===== config.mk =====
export PLATFORM = sky130hd
export DESIGN_NAME = bram_fill_controller_flat
export DESIGN_NICKNAME = d
export VERILOG_FILES = /design/src/rtl/bram_fill_controller_pkg.sv /design/src/rtl/bram_fill_controller_if.sv /design/src/rtl/bram_interleave_addr_gen.sv /design/src/rtl/bram_fill_controller.sv /design/src/flat_wrapper.sv
export SDC_FILE = /design/constraint.sdc
export NUM_CORES = 1
export LEC_CHECK = 0
export CORE_UTILIZATION = 47
export CTS_BUF_LIST = sky130_fd_sc_hd__clkbuf_8 sky130_fd_sc_hd__clkbuf_16
export DETAILED_ROUTE_END_ITERATION = 8
export PLACE_DENSITY = 0.86
export SKIP_LAST_GASP = 1
export SLEW_MARGIN = 20
export SYNTH_ARGS = -nofsm -noshare
export SYNTH_HDL_FRONTEND = slang
export SYNTH_SLANG_ARGS = --single-unit

===== constraint.sdc =====
create_clock -name clk_i -period 21.8 [get_ports clk_i]
set_input_delay 3.27 -clock clk_i [delete_from_list [all_inputs] [get_ports clk_i]]
set_output_delay 3.27 -clock clk_i [all_outputs]
set_load 0.05 [all_outputs]

===== src/rtl/bram_fill_controller_pkg.sv =====
// Shared types and constants for the BRAM fill stage (also used by the packer for the word width).
// Optional feature macro used by this block: FILL_COUNT_EN.
package bram_fill_controller_pkg;

  localparam int DEFAULT_DATA_BITWIDTH = 163;
  localparam int DEFAULT_ADDR_BITWIDTH = 10;
  localparam int DEFAULT_NUM_BANKS     = 4;

  localparam int BANK_SEL_BITWIDTH = $clog2(DEFAULT_NUM_BANKS);
  localparam int WORD_CNT_BITWIDTH = DEFAULT_ADDR_BITWIDTH + BANK_SEL_BITWIDTH + 1;

  typedef enum logic [1:0] {
    ST_IDLE = 2'd0,
    ST_FILL = 2'd1,
    ST_DONE = 2'd2
  } fill_state_e;

  function automatic int bank_sel_bits(input int num_banks);
    return $clog2(num_banks);
  endfunction

  // One spare bit so a full-capacity load count never wraps.
  function automatic int word_cnt_bits(input int addr_bits, input int num_banks);
    return addr_bits + $clog2(num_banks) + 1;
  endfunction

endpackage


===== src/rtl/bram_fill_controller_if.sv =====
// Load-control, packer-word and BRAM-write signals of the fill controller.
// Carries words_written_o only when FILL_COUNT_EN is defined.
interface bram_fill_controller_if
  import bram_fill_controller_pkg::*;
#(
  parameter int DATA_BITWIDTH = DEFAULT_DATA_BITWIDTH,
  parameter int ADDR_BITWIDTH = DEFAULT_ADDR_BITWIDTH,
  parameter int NUM_BANKS     = DEFAULT_NUM_BANKS
);
  localparam int CNT_W = word_cnt_bits(ADDR_BITWIDTH, NUM_BANKS);

  // Handshake: word_valid_i is a push-only strobe with no ready; every valid word seen in FILL
  // is written one cycle later, valid words outside FILL are dropped and flagged on err_o.
  // start_i is only sampled in IDLE; done_o is a single-cycle pulse.
  logic                     start_i;
  logic [CNT_W-1:0]         total_words_i;
  logic [DATA_BITWIDTH-1:0] word_i;
  logic                     word_valid_i;
  logic [DATA_BITWIDTH-1:0] bram_data_o;
  logic [ADDR_BITWIDTH-1:0] bram_addr_o;
  logic [NUM_BANKS-1:0]     bram_we_o;
  logic                     busy_o;
  logic                     done_o;
  logic                     err_o;
`ifdef FILL_COUNT_EN
  logic [CNT_W-1:0]         words_written_o;
`endif

  modport master (
    output start_i, total_words_i, word_i, word_valid_i,
`ifdef FILL_COUNT_EN
    input  words_written_o,
`endif
    input  bram_data_o, bram_addr_o, bram_we_o, busy_o, done_o, err_o
  );

  modport slave (
    input  start_i, total_words_i, word_i, word_valid_i,
`ifdef FILL_COUNT_EN
    output words_written_o,
`endif
    output bram_data_o, bram_addr_o, bram_we_o, busy_o, done_o, err_o
  );

endinterface


===== src/rtl/bram_interleave_addr_gen.sv =====
// Interleaved bank/address counters: word k maps to bank k mod NUM_BANKS, address k / NUM_BANKS.
module bram_interleave_addr_gen
  import bram_fill_controller_pkg::*;
#(
  parameter int ADDR_BITWIDTH = DEFAULT_ADDR_BITWIDTH,
  parameter int NUM_BANKS     = DEFAULT_NUM_BANKS,
  localparam int BSEL_W       = bank_sel_bits(NUM_BANKS)
) (
  input  logic                     clk_i,
  input  logic                     dram_to_mem_rst_i,
  input  logic                     clear_i,
  input  logic                     advance_i,
  output logic [BSEL_W-1:0]        bank_idx_o,
  output logic [ADDR_BITWIDTH-1:0] addr_cnt_o,
  output logic [NUM_BANKS-1:0]     bank_onehot_o
);

  logic [BSEL_W-1:0]        bank_idx_q, bank_idx_d;
  logic [ADDR_BITWIDTH-1:0] addr_cnt_q, addr_cnt_d;

  // NUM_BANKS is a power of two, so the bank index wraps by plain overflow.
  always_comb begin
    bank_idx_d = bank_idx_q;
    addr_cnt_d = addr_cnt_q;
    if (clear_i) begin
      bank_idx_d = '0;
      addr_cnt_d = '0;
    end else if (advance_i) begin
      bank_idx_d = bank_idx_q + 1'b1;
      if (bank_idx_q == BSEL_W'(NUM_BANKS - 1)) begin
        addr_cnt_d = addr_cnt_q + 1'b1;
      end
    end
  end

  always_ff @(posedge clk_i or posedge dram_to_mem_rst_i) begin
    if (dram_to_mem_rst_i) begin
      bank_idx_q <= '0;
      addr_cnt_q <= '0;
    end else begin
      bank_idx_q <= bank_idx_d;
      addr_cnt_q <= addr_cnt_d;
    end
  end

  always_comb begin
    bank_onehot_o             = '0;
    bank_onehot_o[bank_idx_q] = 1'b1;
  end

  assign bank_idx_o = bank_idx_q;
  assign addr_cnt_o = addr_cnt_q;

endmodule


===== src/rtl/bram_fill_controller.sv =====
// Writes packed words into interleaved BRAM banks for one start/done-bracketed load.
// Define FILL_COUNT_EN to add the words_written_o progress output.
module bram_fill_controller
  import bram_fill_controller_pkg::*;
#(
  parameter int DATA_BITWIDTH = DEFAULT_DATA_BITWIDTH,
  parameter int ADDR_BITWIDTH = DEFAULT_ADDR_BITWIDTH,
  parameter int NUM_BANKS     = DEFAULT_NUM_BANKS
) (
  input  logic                  clk_i,
  input  logic                  dram_to_mem_rst_i,
  bram_fill_controller_if.slave bus,
  output fill_state_e           state_dbg_o
);

  localparam int BSEL_W  = bank_sel_bits(NUM_BANKS);
  localparam int CNT_W   = word_cnt_bits(ADDR_BITWIDTH, NUM_BANKS);
  localparam int CAP_INT = NUM_BANKS * (2 ** ADDR_BITWIDTH);
  localparam logic [CNT_W-1:0] CAPACITY = CNT_W'(CAP_INT);

  fill_state_e              state_q, state_d;
  logic [CNT_W-1:0]         target_q, target_d;
  logic [CNT_W-1:0]         word_cnt_q, word_cnt_d;
  logic                     err_q, err_d;
  logic [DATA_BITWIDTH-1:0] data_q, data_d;
  logic [ADDR_BITWIDTH-1:0] addr_q, addr_d;
  logic [NUM_BANKS-1:0]     we_q, we_d;

  logic                     gen_clear, gen_advance;
  logic [BSEL_W-1:0]        bank_idx;
  logic [ADDR_BITWIDTH-1:0] addr_cnt;
  logic [NUM_BANKS-1:0]     bank_onehot;

  bram_interleave_addr_gen #(
    .ADDR_BITWIDTH (ADDR_BITWIDTH),
    .NUM_BANKS     (NUM_BANKS)
  ) u_addr_gen (
    .clk_i             (clk_i),
    .dram_to_mem_rst_i (dram_to_mem_rst_i),
    .clear_i           (gen_clear),
    .advance_i         (gen_advance),
    .bank_idx_o        (bank_idx),
    .addr_cnt_o        (addr_cnt),
    .bank_onehot_o     (bank_onehot)
  );

  always_comb begin
    state_d     = state_q;
    target_d    = target_q;
    word_cnt_d  = word_cnt_q;
    err_d       = err_q;
    data_d      = data_q;
    addr_d      = addr_q;
    we_d        = '0;
    gen_clear   = 1'b0;
    gen_advance = 1'b0;
    unique case (state_q)
      ST_IDLE: begin
        // A word arriving here has no load to belong to, even alongside start_i.
        if (bus.word_valid_i) err_d = 1'b1;
        if (bus.start_i) begin
          gen_clear  = 1'b1;
          word_cnt_d = '0;
          if (bus.total_words_i > CAPACITY) begin
            target_d = CAPACITY;
            err_d    = 1'b1;
          end else begin
            target_d = bus.total_words_i;
          end
          state_d = (bus.total_words_i == '0) ? ST_DONE : ST_FILL;
        end
      end
      ST_FILL: begin
        if (bus.word_valid_i) begin
          gen_advance = 1'b1;
          we_d        = bank_onehot;
          data_d      = bus.word_i;
          addr_d      = addr_cnt;
          word_cnt_d  = word_cnt_q + 1'b1;
          if (word_cnt_d == target_q) state_d = ST_DONE;
        end
      end
      ST_DONE: begin
        if (bus.word_valid_i) err_d = 1'b1;
        state_d = ST_IDLE;
      end
      default: state_d = ST_IDLE;
    endcase
  end

  always_ff @(posedge clk_i or posedge dram_to_mem_rst_i) begin
    if (dram_to_mem_rst_i) begin
      state_q    <= ST_IDLE;
      target_q   <= '0;
      word_cnt_q <= '0;
      err_q      <= 1'b0;
      data_q     <= '0;
      addr_q     <= '0;
      we_q       <= '0;
    end else begin
      state_q    <= state_d;
      target_q   <= target_d;
      word_cnt_q <= word_cnt_d;
      err_q      <= err_d;
      data_q     <= data_d;
      addr_q     <= addr_d;
      we_q       <= we_d;
    end
  end

  assign bus.bram_data_o = data_q;
  assign bus.bram_addr_o = addr_q;
  assign bus.bram_we_o   = we_q;
  assign bus.busy_o      = (state_q == ST_FILL);
  assign bus.done_o      = (state_q == ST_DONE);
  assign bus.err_o       = err_q;
  assign state_dbg_o     = state_q;

`ifdef FILL_COUNT_EN
  // Each accepted word is presented as a write on the following edge, so the
  // accepted-word count equals the writes already presented.
  assign bus.words_written_o = word_cnt_q;
`endif

endmodule


===== src/flat_wrapper.sv =====
// flat-port wrapper written by rule: the top's interface ports become plain ports
module bram_fill_controller_flat import bram_fill_controller_pkg::*;
#(
  parameter int DATA_BITWIDTH = DEFAULT_DATA_BITWIDTH,
  parameter int ADDR_BITWIDTH = DEFAULT_ADDR_BITWIDTH,
  parameter int NUM_BANKS     = DEFAULT_NUM_BANKS
)
  (clk_i, dram_to_mem_rst_i, state_dbg_o, bus_start_i, bus_total_words_i, bus_word_i, bus_word_valid_i, bus_bram_data_o, bus_bram_addr_o, bus_bram_we_o, bus_busy_o, bus_done_o, bus_err_o);
  bram_fill_controller_if #(.DATA_BITWIDTH(DATA_BITWIDTH), .ADDR_BITWIDTH(ADDR_BITWIDTH), .NUM_BANKS(NUM_BANKS)) bus_i ();
  input  logic clk_i;
  input  logic dram_to_mem_rst_i;
  output fill_state_e state_dbg_o;
  input wire logic [$bits(bus_i.start_i)-1:0] bus_start_i;
  input wire logic [$bits(bus_i.total_words_i)-1:0] bus_total_words_i;
  input wire logic [$bits(bus_i.word_i)-1:0] bus_word_i;
  input wire logic [$bits(bus_i.word_valid_i)-1:0] bus_word_valid_i;
  output wire logic [$bits(bus_i.bram_data_o)-1:0] bus_bram_data_o;
  output wire logic [$bits(bus_i.bram_addr_o)-1:0] bus_bram_addr_o;
  output wire logic [$bits(bus_i.bram_we_o)-1:0] bus_bram_we_o;
  output wire logic [$bits(bus_i.busy_o)-1:0] bus_busy_o;
  output wire logic [$bits(bus_i.done_o)-1:0] bus_done_o;
  output wire logic [$bits(bus_i.err_o)-1:0] bus_err_o;
  assign bus_i.start_i = bus_start_i;
  assign bus_i.total_words_i = bus_total_words_i;
  assign bus_i.word_i = bus_word_i;
  assign bus_i.word_valid_i = bus_word_valid_i;
  assign bus_bram_data_o = bus_i.bram_data_o;
  assign bus_bram_addr_o = bus_i.bram_addr_o;
  assign bus_bram_we_o = bus_i.bram_we_o;
  assign bus_busy_o = bus_i.busy_o;
  assign bus_done_o = bus_i.done_o;
  assign bus_err_o = bus_i.err_o;
  bram_fill_controller #(.DATA_BITWIDTH(DATA_BITWIDTH), .ADDR_BITWIDTH(ADDR_BITWIDTH), .NUM_BANKS(NUM_BANKS)) u_core (.clk_i(clk_i), .dram_to_mem_rst_i(dram_to_mem_rst_i), .bus(bus_i), .state_dbg_o(state_dbg_o));
endmodule

After elaboration in Yosys (flattened, before gate mapping). Cells that the tools add are included.

Input bits: 180. Flip-flop bits (word level): 218. Word-level logic and storage cells: 60. Output and inout port bits: 182.

Order comparisons: 3. Add/subtract/negate cells: 3. Reduce and logical (&&, ||, !) cells: 12. Eq/ne operators: 7. Muxes and demuxes: 26.

Operators with widths (number): $mux W13 (3); $mux W10 (3); $pmux W13 S2 (1); $add A13 B1 Y13 const B (1); $eq A13 B13 Y1 (1); $gt A13 B13 Y1 const B (1); $logic_not A13 Y1 (1); $mux W2 (6); $add A10 B1 Y10 const B (1); $mux W1 (8); $mux W4 (2); $reduce_bool A2 Y1 (4); $reduce_and A2 Y1 (3); $reduce_and A3 Y1 (2); $eq A2 B2 Y1 const B (2); $ne A2 B2 Y1 const B (2); $pmux W2 S2 (1); $lt A2 B3 Y1 const B (1); $add A2 B1 Y2 const B (1); $demux W1 S2 (1); $eq A2 B1 Y1 const B (1); $ge A2 B1 Y1 const B (1); $logic_not A2 Y1 (1); $ne A2 B1 Y1 const B (1); 2 further kinds (2).

Logic depth before layout (Yosys ltp).
Word-level depth: 6. Depth in mapped cells: 8. Depth with buffers taken out: 7.

Cells and area by module. Synthesis repeated with hierarchy kept, for this count alone.

Cell total of the unflattened synthesis: 1003. Area total of the unflattened synthesis: 8882.3 µm².

By module, submodules not included: bram_fill_controller (area each 8221.6 µm², cells each 937, instances 1, sequential area each 5154.9 µm²); bram_interleave_addr_gen (area each 660.6 µm², cells each 66, instances 1, sequential area each 300.3 µm²).

Worst setup path before layout. Ideal clock, no wire load.

Path kind: reg-to-output. From: register u_core.state_q[0] (netlist: u_core.state_dbg_o[0]). To: output bus_busy_o. Path buffers: 0. Data required time: 18530 ps. Data arrival time: 1550 ps. Slack: 16980 ps. Cell stages (with the launch flop): 2. Cell sequence: dfrtp_1 > nor2b_1.

Word-level cells in the longest chain between the ends: 1.

RTL lines: start: declaration (RTL line bram_fill_controller.sv:21) `fill_state_e state_q, state_d;`; start signal: assignment (RTL line bram_fill_controller.sv:101) `state_q <= state_d;`; $eq A2 B1 Y1 (RTL line bram_fill_controller.sv:114) `assign bus.busy_o = (state_q == ST_FILL);`; end: declaration (RTL line flat_wrapper.sv:20) `output wire logic [$bits(bus_i.busy_o)-1:0] bus_busy_o;`.

Every way passes these cells.

Worst setup path in the final report.
From: input bus_word_valid_i. To: register u_core.u_addr_gen.addr_cnt_q[9] (netlist: u_core.u_addr_gen.addr_cnt_o[9]).

Word-level cells in the longest chain between the ends: 4.

RTL lines: start: declaration (RTL line flat_wrapper.sv:16) `input wire logic [$bits(bus_i.word_valid_i)-1:0] bus_word_valid_i;`; $mux W1 (RTL line bram_fill_controller.sv:74) `if (bus.word_valid_i) begin`; $mux W1 (RTL line bram_fill_controller.sv:57) `unique case (state_q)`; $reduce_bool A2 Y1 (no source line); $reduce_and A2 Y1 (no source line); end signal: assignment (RTL line bram_interleave_addr_gen.sv:42) `addr_cnt_q <= addr_cnt_d;`; end: declaration (RTL line bram_interleave_addr_gen.sv:19) `logic [ADDR_BITWIDTH-1:0] addr_cnt_q, addr_cnt_d;`.

Every way passes these cells. A chain may end at the register's enable or synchronous reset.

==> metrics.txt <==
status completed; DRT iter0 DRCs 480; r2r worst-path depth 6; DRC errors left 0; Worst Hold Class reg -> reg; Max rail drop VDD 0.0000792 V; Post CTS Setup Buffer Count 0; Worst Path Required roughly 22000 ps; Main synth FF type dfrtp_1; Worst setup SP type primary input; commonest non-fill, non-tap cells in the layout nand2_1, clkdlybuf4s50_1, dfrtp_1, clkbuf_16; die area 0.0194 mm²; antenna-violating nets left 0; Avg Vias per Cell around 5.0; setup slack, reg-to-reg ~19000 ps; post-CTS sizing 0; fin nets 1526; Cells after Synth around 1000; RSZ-0062 raised after global routing no; placed cell count 1543; Die Height approximately 140 µm; end of the worst hold path u_core.bus.bram_data_o[42]; initial antenna violation count 0; WL/cell ~16 µm; n_diodes 0; f_max between 150 and 200 MHz; clock sinks ~220; Port Buffers 361; grt total ovfl 0; distinct cell type count after synthesis 48; Clock Skew 10.5 ps; fin cells 1587; clock root buffer clkbuf_16; CP arrival 6370 ps; Tmin final 5930 ps; share of layout cells above drive strength 1 0.0390; # rows slightly below 50; fin crit share 0.272; first-pass GRT wire length between 40000 and 50000 µm; filler cell count in the final layout 1279; hpwl dp roughly 18000 µm; CTS tree yes; hold path cells 2; synthesized flop and latch total 218; yosys warns 0; Seq/Total Area, Yosys 0.615; CTS H-Tree Depth 1; GPL Wtd Cong 0.864; endpoint class of the critical path flip-flop; DR pass1 iterations 4; hold path startpoint u_core.bus.bram_data_o[42]; Vias roughly 7900; most common cell after layout, fill and taps aside nand2_1; r2r endpoint u_core.u_addr_gen.addr_cnt_o[9]; leak pwr around 6.5 nW; initial core utilization 0.487; Syn-to-layout area delta 51.1%; Net Count, Synth about 1200; Syn Std Cell Area around 0.0089 mm²; RR Startpoint u_core.state_dbg_o[1]; final wirelength roughly 26000 µm; largest net degree at the start of global routing 139; CTS max path bufs 3; fin. max-slew vios 0; ys async rst share 1.00; EDFF count, synth 0; Max-slew headroom 0.276; Worst-Margin Slew around 1100 ps; power per cell area approximately 130 mW/mm²; CTS Hold Bufs 0; Ports 362; core area 0.0182 mm²; Clk Latency, worst-skew pair approximately 500 ps; Syn Area/Cell 8.91 µm²; Crit Path Category in -> reg; clock slew at reported path FFs approximately 60 ps; Final Hold Vio Count 0; CTS Buf Count 24; setup_tns 0 ps; max cap viols 0; Max FO, Critical Path between 70 and 80; Die X between 100 and 150 µm; final-report setup violation count 0; gr usage total 0.265; vias in the first global route approximately 7900
==> routing by layer <==
layer / global-route usage / wire length [µm] / vias up
met4: 0.0924 / 852 / 0
met3: 0.0623 / 2040 / 61
li1: - / - / 3797
met5: 0 / 0 / -
met1: 0.331 / 10500 / 3706
met2: 0.452 / 12400 / 331
==> worst max-delay path by stage <==
stage | start | endpoint | slack [ps] | cells after the start
finish | bus_word_valid_i | u_core.u_addr_gen.addr_cnt_o[9] | 15870 | 7
CTS | bus_word_valid_i | u_core.u_addr_gen.addr_cnt_o[9] | 15870 | 7
detailed placement | bus_word_valid_i | u_core.u_addr_gen.addr_cnt_o[5] | 15380 | 7
global route | bus_word_valid_i | u_core.u_addr_gen.addr_cnt_o[5] | 15630 | 7
floorplan | dram_to_mem_rst_i | u_core.bus.bram_addr_o[0] | 12570 | 1
global placement | bus_word_valid_i | u_core.u_addr_gen.addr_cnt_o[7] | 15390 | 7
==> cell type report <==
type	count	area (µm²)	area share
clock buffer	30	694	0.0518
clock inverter	14	66.3	0.00494
inverter	9	41.3	0.00308
multi-input combinational	721	3210	0.240
sequential	218	5460	0.407
tap	229	287	0.0214
timing repair buffer	366	3650	0.273
==> cells in the mapped netlist (2+ instances only) <==
| master | number | area (µm²) |
|---|---|---|
| nand2_1 | 564 | 2120 |
| nand4_1 | 4 | 25.0 |
| nor3_1 | 2 | 10.0 |
| and2_1 | 6 | 37.5 |
| a21oi_1 | 8 | 40.0 |
| o21ai_0 | 22 | 110 |
| buf_1 | 4 | 15.0 |
| o21bai_1 | 2 | 15.0 |
| mux2i_1 | 2 | 20.0 |
| inv_1 | 9 | 33.8 |
| or3_1 | 4 | 25.0 |
| nor4_1 | 4 | 25.0 |
| xor2_1 | 8 | 70.1 |
| and3_1 | 3 | 18.8 |
| dfrtp_1 | 218 | 5460 |
| a22o_1 | 3 | 26.3 |
| or4_1 | 3 | 22.5 |
| nand3b_1 | 13 | 97.6 |
| nor2_1 | 22 | 82.6 |
| nand3_1 | 5 | 25.0 |
| and3_2 | 2 | 15.0 |
| o31ai_1 | 3 | 22.5 |
| clkbuf_1 | 41 | 154 |
| nor2b_1 | 3 | 18.8 |
| xnor2_1 | 12 | 105 |
| ha_1 | 6 | 75.1 |
| buf_2 | 2 | 10.0 |
==> kinds of logic (layout without fill, tap and decap cells) <==
family                     Yosys count  after routing  synth area share
buffers and inverters               57            419            0.0252
AOI/OAI and AO/OA                   49             49            0.0341
xor gates and xnor gates            22             22            0.0241
muxes                                2              2           0.00226
adders and majority gates            6              6           0.00846
DFF                                218            218             0.615
and+or+nand+nor                    642            642             0.291
==> through the flow <==
step	util	worst slack [ps]	hold slack, ps	cell area (µm²)	power (mW)
2_1_floorplan	-	12570	448	8880	1.07
3_3_place_gp	0.695	15390	456	12600	1.34
4_1_cts	0.736	15870	475	13400	1.74
5_1_grt	0.737	15630	489	13400	1.81
3_5_place_dp	0.695	15380	462	12600	1.35
6_report	0.737	15870	471	13400	1.73
==> critical path: stages <==
cell	delay, ps
clkdlybuf4s50_1	580
and3b_4	630
buf_4	710
and2_1	370
nand4_2	220
or3_1	400
a21oi_1	150
==> power breakdown <==
group          total, mW  internal, mW  switching (mW)  leakage (nW)
registers          0.580         0.510          0.0698          2.72
logic              0.765         0.248           0.517          3.41
clock network      0.385         0.224           0.161         0.408
total               1.73         0.982           0.747          6.54
==> flip-flops by register name (all words and copies together), names as in the netlist <==
signal / count
u_core.target_q: 13
u_core.bus.err_o: 1
u_core.bus.bram_addr_o: 10
u_core.state_dbg_o: 2
u_core.u_addr_gen.addr_cnt_o: 10
u_core.bus.bram_data_o: 163
u_core.bus.bram_we_o: 4
u_core.word_cnt_q: 13
u_core.u_addr_gen.bank_idx_o: 2
Note: power is estimated with default switching activity, not from simulation.
